## src/rtl/boot_ram_loader_pkg.sv

```systemverilog
// boot_loader_pkg: shared loader state encoding and frame constants
package boot_loader_pkg;
   localparam int BYTES_PER_WORD = 4;
   localparam int LEN_BYTES = 4;
   typedef enum logic [2:0] {
      IDLE = 3'd0,
      LEN  = 3'd1,
      DATA = 3'd2,
      CSUM = 3'd3,
      DONE = 3'd4,
      ERR  = 3'd5
   } state_t;
endpackage

```

## src/rtl/boot_ram_loader_if.sv

```systemverilog
// boot_ram_loader_if: byte stream in, RAM write port and status out
interface boot_ram_loader_if #(parameter int AW = 8, parameter int DW = 32) ();
   logic          start;
   logic          in_valid;
   logic [7:0]    in_data;
   logic          in_ready;
   logic          wen;
   logic [AW-1:0] waddr;
   logic [DW-1:0] wdata;
   logic          busy;
   logic          done;
   logic          error;
   logic [AW:0]   words_written;
   modport master (output start, in_valid, in_data,
                   input in_ready, wen, waddr, wdata, busy, done, error, words_written);
   modport slave (input start, in_valid, in_data,
                  output in_ready, wen, waddr, wdata, busy, done, error, words_written);
endinterface

```

## src/rtl/boot_ram_loader_byte_word_assembler.sv

```systemverilog
// byte_word_assembler: packs accepted bytes little-endian; word_valid marks the 4th byte
module byte_word_assembler
   import boot_loader_pkg::*;
(
   input  logic        clk,
   input  logic        resetn,
   input  logic        clr,
   input  logic        en,
   input  logic [7:0]  din,
   output logic [31:0] word,
   output logic        word_valid
);
   logic [1:0]  cnt;
   logic [23:0] sh;
   assign word_valid = en && cnt == 2'(BYTES_PER_WORD - 1);
   assign word = {din, sh};
   always_ff @(posedge clk or negedge resetn)
      if (!resetn) begin
         cnt <= '0;
         sh <= '0;
      end else if (clr)
         cnt <= '0;
      else if (en) begin
         cnt <= cnt + 2'd1;
         sh <= {din, sh[23:8]};
      end
endmodule

```

## src/rtl/boot_ram_loader.sv

```systemverilog
// boot_ram_loader: loads a length/payload/checksum byte frame into the boot RAM write port
module boot_ram_loader
   import boot_loader_pkg::*;
#(
   parameter int RAM_DATA_WIDTH = 32,
   parameter int RAM_ADDR_WIDTH = 8
) (
   input logic             clk,
   input logic             resetn,
   boot_ram_loader_if.slave bus
);
   state_t state, state_n;
   logic [31:0] len, word;
   logic [7:0] csum;
   logic [RAM_ADDR_WIDTH:0] ww;
   logic [RAM_ADDR_WIDTH-1:0] waddr;
   logic [RAM_DATA_WIDTH-1:0] wdata;
   logic wen, wv, busy, acc, go, last;
   assign busy = state == LEN || state == DATA || state == CSUM;
   assign acc = bus.in_valid && busy;
   assign go = bus.start && !busy;
   assign last = 32'(ww) + 32'd1 == len;
   byte_word_assembler u_asm (
      .clk(clk),
      .resetn(resetn),
      .clr(go),
      .en(acc && state != CSUM),
      .din(bus.in_data),
      .word(word),
      .word_valid(wv)
   );
   always_comb begin
      state_n = state;
      case (state)
         LEN:  if (wv) state_n = word == 32'd0 ? CSUM : word > (32'd1 << RAM_ADDR_WIDTH) ? ERR : DATA;
         DATA: if (wv && last) state_n = CSUM;
         CSUM: if (acc) state_n = bus.in_data == csum ? DONE : ERR;
         default: if (go) state_n = LEN;
      endcase
   end
   always_ff @(posedge clk or negedge resetn)
      if (!resetn) begin
         state <= IDLE;
         len <= '0;
         csum <= '0;
         ww <= '0;
         wen <= 1'b0;
         waddr <= '0;
         wdata <= '0;
      end else begin
         state <= state_n;
         wen <= 1'b0;
         if (go) begin
            csum <= '0;
            ww <= '0;
         end
         if (state == LEN && wv) len <= word;
         if (state == DATA && acc) csum <= csum + bus.in_data;
         // the address is the pre-increment count, so the word count shows the new total during wen
         if (state == DATA && wv) begin
            wen <= 1'b1;
            waddr <= ww[RAM_ADDR_WIDTH-1:0];
            wdata <= word;
            ww <= ww + 1'b1;
         end
      end
   assign bus.in_ready = busy;
   assign bus.busy = busy;
   assign bus.done = state == DONE;
   assign bus.error = state == ERR;
   assign bus.wen = wen;
   assign bus.waddr = waddr;
   assign bus.wdata = wdata;
   assign bus.words_written = ww;
endmodule

```

## src/flat_wrapper.sv

```systemverilog
// flat-port wrapper written by rule: the top's interface ports become plain ports
module boot_ram_loader_flat import boot_loader_pkg::*;
#(
   parameter int RAM_DATA_WIDTH = 32,
   parameter int RAM_ADDR_WIDTH = 8
)
  (clk, resetn, bus_start, bus_in_valid, bus_in_data, bus_in_ready, bus_wen, bus_waddr, bus_wdata, bus_busy, bus_done, bus_error, bus_words_written);
  boot_ram_loader_if #(.AW(8), .DW(32)) bus_i ();
  input logic clk;
  input logic resetn;
  input wire logic [$bits(bus_i.start)-1:0] bus_start;
  input wire logic [$bits(bus_i.in_valid)-1:0] bus_in_valid;
  input wire logic [$bits(bus_i.in_data)-1:0] bus_in_data;
  output wire logic [$bits(bus_i.in_ready)-1:0] bus_in_ready;
  output wire logic [$bits(bus_i.wen)-1:0] bus_wen;
  output wire logic [$bits(bus_i.waddr)-1:0] bus_waddr;
  output wire logic [$bits(bus_i.wdata)-1:0] bus_wdata;
  output wire logic [$bits(bus_i.busy)-1:0] bus_busy;
  output wire logic [$bits(bus_i.done)-1:0] bus_done;
  output wire logic [$bits(bus_i.error)-1:0] bus_error;
  output wire logic [$bits(bus_i.words_written)-1:0] bus_words_written;
  assign bus_i.start = bus_start;
  assign bus_i.in_valid = bus_in_valid;
  assign bus_i.in_data = bus_in_data;
  assign bus_in_ready = bus_i.in_ready;
  assign bus_wen = bus_i.wen;
  assign bus_waddr = bus_i.waddr;
  assign bus_wdata = bus_i.wdata;
  assign bus_busy = bus_i.busy;
  assign bus_done = bus_i.done;
  assign bus_error = bus_i.error;
  assign bus_words_written = bus_i.words_written;
  boot_ram_loader #(.RAM_DATA_WIDTH(RAM_DATA_WIDTH), .RAM_ADDR_WIDTH(RAM_ADDR_WIDTH)) u_core (.clk(clk), .resetn(resetn), .bus(bus_i));
endmodule
```

## config.mk

```make
export PLATFORM = sky130hd
export DESIGN_NAME = boot_ram_loader_flat
export DESIGN_NICKNAME = d
export VERILOG_FILES = /design/src/rtl/boot_ram_loader_pkg.sv /design/src/rtl/boot_ram_loader_if.sv /design/src/rtl/boot_ram_loader_byte_word_assembler.sv /design/src/rtl/boot_ram_loader.sv /design/src/flat_wrapper.sv
export SDC_FILE = /design/constraint.sdc
export NUM_CORES = 1
export LEC_CHECK = 0
export ABC_AREA = 1
export CAP_MARGIN = 20
export CORE_UTILIZATION = 40
export CTS_CLUSTER_SIZE = 20
export DETAILED_ROUTE_END_ITERATION = 10
export DONT_BUFFER_PORTS = 1
export SLEW_MARGIN = 20
export SYNTH_ARGS = -nofsm -noshare
export SYNTH_HDL_FRONTEND = slang
export SYNTH_SLANG_ARGS = --single-unit
```

## constraint.sdc

```tcl
create_clock -name clk -period 2.6 [get_ports clk]
set_input_delay 0.26 -clock clk [delete_from_list [all_inputs] [get_ports clk]]
set_output_delay 0.26 -clock clk [all_outputs]
set_load 0.05 [all_outputs]
```

==> results of run 1 <==
[worst reg2reg max path: cells and delay by family (launching register included)]
family	cells	cell delay (ps)
and+or+nand+nor	3	720
buffers and inverters	3	580
AOI/OAI and AO/OA	2	470
DFF	1	440
[synth_stat cells, types with 2 or more instances]
| library cell | count | share of area (%) |
|---|---|---|
| nor2_1 | 44 | 3.1 |
| ha_1 | 9 | 2.1 |
| nand2_1 | 161 | 11 |
| o21ai_0 | 81 | 7.6 |
| inv_2 | 3 | 0.21 |
| buf_4 | 2 | 0.28 |
| nand3_1 | 28 | 2.6 |
| o22ai_1 | 8 | 0.94 |
| buf_2 | 9 | 0.85 |
| a21o_1 | 2 | 0.28 |
| clkbuf_1 | 12 | 0.85 |
| xor2_1 | 4 | 0.66 |
| nand2_2 | 2 | 0.24 |
| xnor2_1 | 2 | 0.33 |
| nand3b_1 | 4 | 0.56 |
| clkbuf_2 | 2 | 0.19 |
| nor2_2 | 2 | 0.24 |
| o21ai_1 | 25 | 2.4 |
| nand4_1 | 14 | 1.6 |
| dfrtp_1 | 119 | 56 |
| a21oi_1 | 4 | 0.38 |
| nor3_1 | 6 | 0.56 |
| inv_1 | 59 | 4.2 |
[registers in the layout, indices dropped and copies added, names as in the netlist]
name,count
u_core.u_asm.cnt,2
u_core.bus.words_written,9
u_core.u_asm.sh,24
u_core.bus.wdata,32
u_core.len,32
u_core.state,3
u_core.csum,8
u_core.bus.wen,1
u_core.bus.waddr,8
[cell usage in the layout (no fill, tap or decap), types with 3 or more instances in the layout]
cell and instances:
clkinv_2 7, o21ai_0 81, nand4_1 14, clkbuf_16 17, clkbuf_8 3, dfrtp_1 119, nor2_1 44, o22ai_1 8
nand3b_1 4, buf_4 13, nand3_1 28, o21ai_1 25, ha_1 9, inv_2 3, nand2_1 161, a21oi_1 4
inv_1 59, xor2_1 4, nor3_1 4
[cells by family after synthesis]
| family | share of synthesized area, % |
|---|---|
| DFF | 56.0 |
| AOI/OAI and AO/OA | 12.9 |
| xor gates and xnor gates | 0.988 |
| and+or+nand+nor | 21.1 |
| adders and majority gates | 2.49 |
| buffers and inverters | 6.54 |
[repair_timing]
item                       in CTS  in global routing
hold endpoints to repair      119                119
resized for setup               0                  0
setup endpoints to repair       0                  0
[stage by stage]
step                      area (µm²)  worst slack (ps)  cells
after global routing            6100              14.3    805
after CTS                       6100               236    805
after floorplan                 5320               476    614
final                           6100               274    805
after detailed placement        5520               278    774
after global placement          5520               428    774
[routing by layer]
metal | routed length (µm) | share of wire, % | vias to the layer above
li1 | - | - | 2028
met1 | 5350 | 45 | 1963
met2 | 5760 | 48 | 77
met3 | 525 | 4.4 | 23
met4 | 261 | 2.2 | 0
met5 | 0 | 0 | -
[cell type report]
class	count	area, µm²	share of cell area, %
well taps	172	215	3.53
clock inverters	10	103	1.68
flip-flops and latches	119	2980	48.8
inverters	62	233	3.82
multi-input cells	408	2000	32.8
repair buffers	13	97.6	1.60
clock buffers	21	470	7.72
[how the worst max path moves through the flow]
| stage | to | start | cells after the start |
|---|---|---|---|
| 6_report | u_core.len[18] | u_core.state[2] | 8 |
| 5_1_grt | u_core.len[14] | u_core.state[2] | 8 |
| 4_1_cts | u_core.len[18] | u_core.state[2] | 8 |
| 3_5_place_dp | u_core.len[4] | u_core.state[2] | 8 |
| 3_3_place_gp | u_core.len[23] | u_core.state[2] | 8 |
| 2_1_floorplan | u_core.state[1] | u_core.bus.words_written[1] | 12 |
[power groups by stage]
stage / clock network, W / registers, W / logic (W)
6_report: 0.00226 / 0.00234 / 0.00123
5_1_grt: 0.00238 / 0.00238 / 0.00142
4_1_cts: 0.00231 / 0.00234 / 0.00126
3_5_place_dp: 0 / 0.00237 / 0.00125
3_3_place_gp: 0 / 0.00236 / 0.00122
2_1_floorplan: 0 / 0.00232 / 0.000947
==> impl_results.md, run 1 <==
* CP delay by family, top: simple AND/OR/NAND/NOR gates
* Worst Path Buf+Inv at 3
* VDD IR max at 0.399 mV
* Max Cap Viol at 0
* WP data required at 2910 ps
* Clock Tree Buf Depth at 2
* Worst R2R Start: u_core.state[2]
* Final hold vios at 119
* Fmax at 0.430 GHz
* Max-slew violations at 0
* Core ar. at 12800 µm²
* Status: finished, violations left
* Initial antenna violation count at 0
* Via count at 4091
* Hold Crit Class: input pin to asynchronous set/reset pin
* Slew at the pin closest to its max-slew limit at 864 ps
* TritonRoute pass-1 iters at 5
* Avg Synthesized Cell Area at 8.66 µm²
* Final #Nets at 643
* Post-Syn Area at 5320 µm²
* Largest net degree at the start of global routing at 120
* Worst hold slack at -453 ps
* Number of synthesized flops with an enable pin at 0
* Post-Route WL at 11900 µm
* Seq pwr share at 40.2%
* Setup TNS at 0 ps
* Die Wd at 117 µm
* Most used routing layer: met2
* Via density at 5.08
* Pwr Density at 956 nW/µm²
* WS Path Type: flip-flop to flip-flop
* Crit share post-route at 89.5%
* Hpwl dp at 8120 µm
* Tot GR Track Use at 19.1%
* Clock skew at 8.47 ps
* Ys Warns at 0
* Startpoint class of the critical path: flip-flop
* Switch share at 31.6%
* Failing checks: negative hold slack
* Critical path arrival at 2640 ps
* First-pass GRT wire length at 19900 µm
* Root Driver: clkbuf_16
* Clock power frac at 38.8%
* Share of layout cells above drive strength 1 at 9.00%
* Leakage power figure at 2.92 nW
* Post-synthesis sequential area ratio at 56.0%
* N_diodes at 0
* Crit-path cells: inv_1 > nand2_1 > o21ai_4 > buf_4 > nand2_1 > inv_2 > nand3_4 > o21ai_0
* Synthesized flop and latch total at 119
* Layout area overhead at 14.7%
* Row count at 41
* Vias in the first global route at 4145
* Slew HR at 42.1%
* Final Core Density at 47.7%
* Reg2reg setup slack at 270 ps
* DRT iter0 DRCs at 238
* Initial core utilization at 41.6%
* CTS Sinks at 119
* Distinct cells, synth at 35
* GR Util met3 at 4.99%
* Most used cell, CP: nand2_1
* Die ar. at 13800 µm²
* Die span in y at 117 µm
* CP max stage cell: dfrtp_1
* Power, Total at 0.00583 W
* P_int at 0.00399 W
* Sw Pwr at 0.00184 W
* Met1 usage at 23.2%
* CTS tree: built
* DRC viols at 0
* Crit end category: flip-flop
* Mapped Cells at 614
* RSZ-0062 raised after global routing: false
* # IOs at 66
* Mapped Nets at 636
* Clock latency on the worst-skew pair at 410 ps
* I/O Buffers at 0
* Gr ovfl total at 0
* RR Endpoint: u_core.len[18]
* Register-to-Register Path Depth at 8
* TritonCTS Buffers at 17
* H-tree levels at 4
* GRT met2 Usage at 32.0%
* Fill count at 1229
* Comb power frac at 21.0%
* Post-route antenna net violation count at 0
* Post-synth ARST share at 100%
* Crit-path max cell delay at 440 ps
* Final setup violation count at 0
* Post-CTS setup buffer count at 0
* Clock-pin slew of the registers on the worst-case setup and hold paths at 50 ps
* Max Fanout on Critical Path at 64
* Dominant synthesized flop cell: dfrtp_1
* Wire per inst at 14.8 µm
* Gp weighted congestion at 0.825
* Crit path time final at 2330 ps
Note: power is estimated with default switching activity, not from simulation.
==> run 2: changes to the inputs <==
--- a/config.mk
+++ b/config.mk
@@ -11,6 +11,7 @@
 export CTS_CLUSTER_SIZE = 20
 export DETAILED_ROUTE_END_ITERATION = 10
 export DONT_BUFFER_PORTS = 1
+export RECOVER_POWER = 25
 export SLEW_MARGIN = 20
 export SYNTH_ARGS = -nofsm -noshare
 export SYNTH_HDL_FRONTEND = slang
==> constraint.sdc (replaced) <==
create_clock -name clk -period 2.6 [get_ports clk]
set_input_delay 0.13 -clock clk [delete_from_list [all_inputs] [get_ports clk]]
set_output_delay 0.13 -clock clk [all_outputs]
set_load 0.05 [all_outputs]
==> run 2 against run 1 <==
Effect of this change: critical path type unchanged; the flow still finishes with violations (negative hold slack); setup slack got worse by 3.9 ps; largest power group is now the clock network; largest cell class unchanged; first-iteration DRC count increased by 8.4%; clock-buffer cell count fell by 2; highest routed layer unchanged; clock power up 19%.
==> impl_results.md, run 2 (synthesized netlist as in run 1, its figures left out) <==
* Largest regs: u_core.bus.wdata (32), u_core.len (32), u_core.u_asm.sh (24)
* Hold Crit Class: input pin to asynchronous set/reset pin
* Layout area overhead at 18.5%
* H-tree levels at 4
* First-pass GRT wire length at 19700 µm
* Fmax at 0.429 GHz
* Largest net degree at the start of global routing at 120
* Tot GR Track Use at 19.2%
* Core ar. at 12800 µm²
* Setup TNS at 0 ps
* Post-CTS setup buffer count at 0
* Clock latency on the worst-skew pair at 430 ps
* WP data required at 2920 ps
* Final setup violation count at 0
* Worst R2R Start: u_core.state[2]
* VDD IR max at 0.441 mV
* I/O Buffers at 0
* Post-Route WL at 12100 µm
* Post-route antenna net violation count at 0
* Max Fanout on Critical Path at 64
* CTS tree: built
* Worst hold slack at -594 ps
* Root Driver: clkbuf_16
* Gr ovfl total at 0
* Share of layout cells above drive strength 1 at 9.03%
* Slew HR at 41.5%
* Clock-pin slew of the registers on the worst-case setup and hold paths at 60 ps
* Die Wd at 117 µm
* N_diodes at 0
* Crit path from: u_core.state[2]
* Hpwl dp at 8170 µm
* Crit path time final at 2330 ps
* DRC viols at 0
* Slew at the pin closest to its max-slew limit at 872 ps
* Max-slew violations at 0
* WS Path Type: flip-flop to flip-flop
* Crit end category: flip-flop
* Vias in the first global route at 3942
* DRT iter0 DRCs at 258
* Final #Nets at 651
* Finished Cell Area at 6300 µm²
* Dpl cell area at 5530 µm²
* Final Core Density at 49.3%
* Via density at 5.08
* Most frequent cells in the layout: nand2_1 (161), dfrtp_1 (119), o21ai_0 (81), inv_1 (59), nor2_1 (44)
* Most common cell after layout, fill and taps aside: nand2_1
* TritonRoute pass-1 iters at 4
* Power, Total at 0.00628 W
* Pwr Density at 998 nW/µm²
* Gp weighted congestion at 0.815
* Status: finished, violations left
* Clock Tree Buf Depth at 2
* Critical path arrival at 2650 ps
* Startpoint class of the critical path: flip-flop
* Row count at 41
* Hold_buf cts at 9
* # IOs at 66
* Fill count at 1187
* Max Cap Viol at 0
* Leakage power figure at 3.00 nW
* Failing checks: negative hold slack
* Crit share post-route at 89.6%
* TritonCTS Buffers at 17
* Initial antenna violation count at 0
* Final hold vios at 119
* Clock skew at 8.93 ps
* RSZ-0062 raised after global routing: false
* Wire per inst at 14.9 µm
* Die span in y at 117 µm
* CTS Sinks at 119
* Via count at 4137
* Die ar. at 13800 µm²
* Initial core utilization at 41.6%
run 2: worst max-delay path, cell delays in order, from the launching register on:
cell and delay [ps]:
dfrtp_1 440, inv_1 150, nand2_1 140, o21ai_4 100, buf_4 340, nand2_1 140
inv_2 100, nand3_4 430, o21ai_0 370
run 2: report_power, final:
group | total (W) | switching, W | internal [W]
combinational | 0.00125 | 0.000876 | 0.000377
clock | 0.00269 | 0.000851 | 0.00184
sequential | 0.00234 | 0.000185 | 0.00215
total | 0.00628 | 0.00191 | 0.00437
run 2: repair_timing:
item,in CTS,in global routing
hold endpoints to repair,144,119
gates resized for setup,0,0
setup endpoints to repair,0,0
run 2: area by class of cell:
class	count	area, µm²	share of cell area (%)
well taps	172	215	3.42
clock buffers	19	453	7.19
clock inverters	13	225	3.58
inverters	62	233	3.70
repair buffers	21	193	3.06
flip-flops and latches	119	2980	47.3
multi-input cells	408	2000	31.8
run 2: path summary, 6_finish.rpt:
path | endpoint | slack [ps] | cells past startpoint
setup / recovery | u_core.len[6] | 270 | 8
hold / removal | u_core.u_asm.sh[5] | -590 | 0
setup reg to reg | u_core.len[6] | 270 | 8
hold reg to reg | u_core.u_asm.sh[8] | 480 | 2
max in group asynchronous | u_core.state[1] | 3020 | 0
min in group clk | u_core.csum[7] | 60 | 3
run 2: metrics by stage:
stage	instances	setup slack, ps
finish	814	270
global route	814	50.8
CTS	814	288
detailed placement	773	306
global placement	773	428
floorplan	614	476
run 2: layer usage:
metal	global-route usage (%)	vias up	share of wire [%]	routed length [µm]
li1	-	2035	-	-
met1	23.9	1992	45	5480
met2	31.2	90	48	5830
met3	5.56	20	4.8	585
met4	8.02	0	2.0	240
met5	0	-	0	0
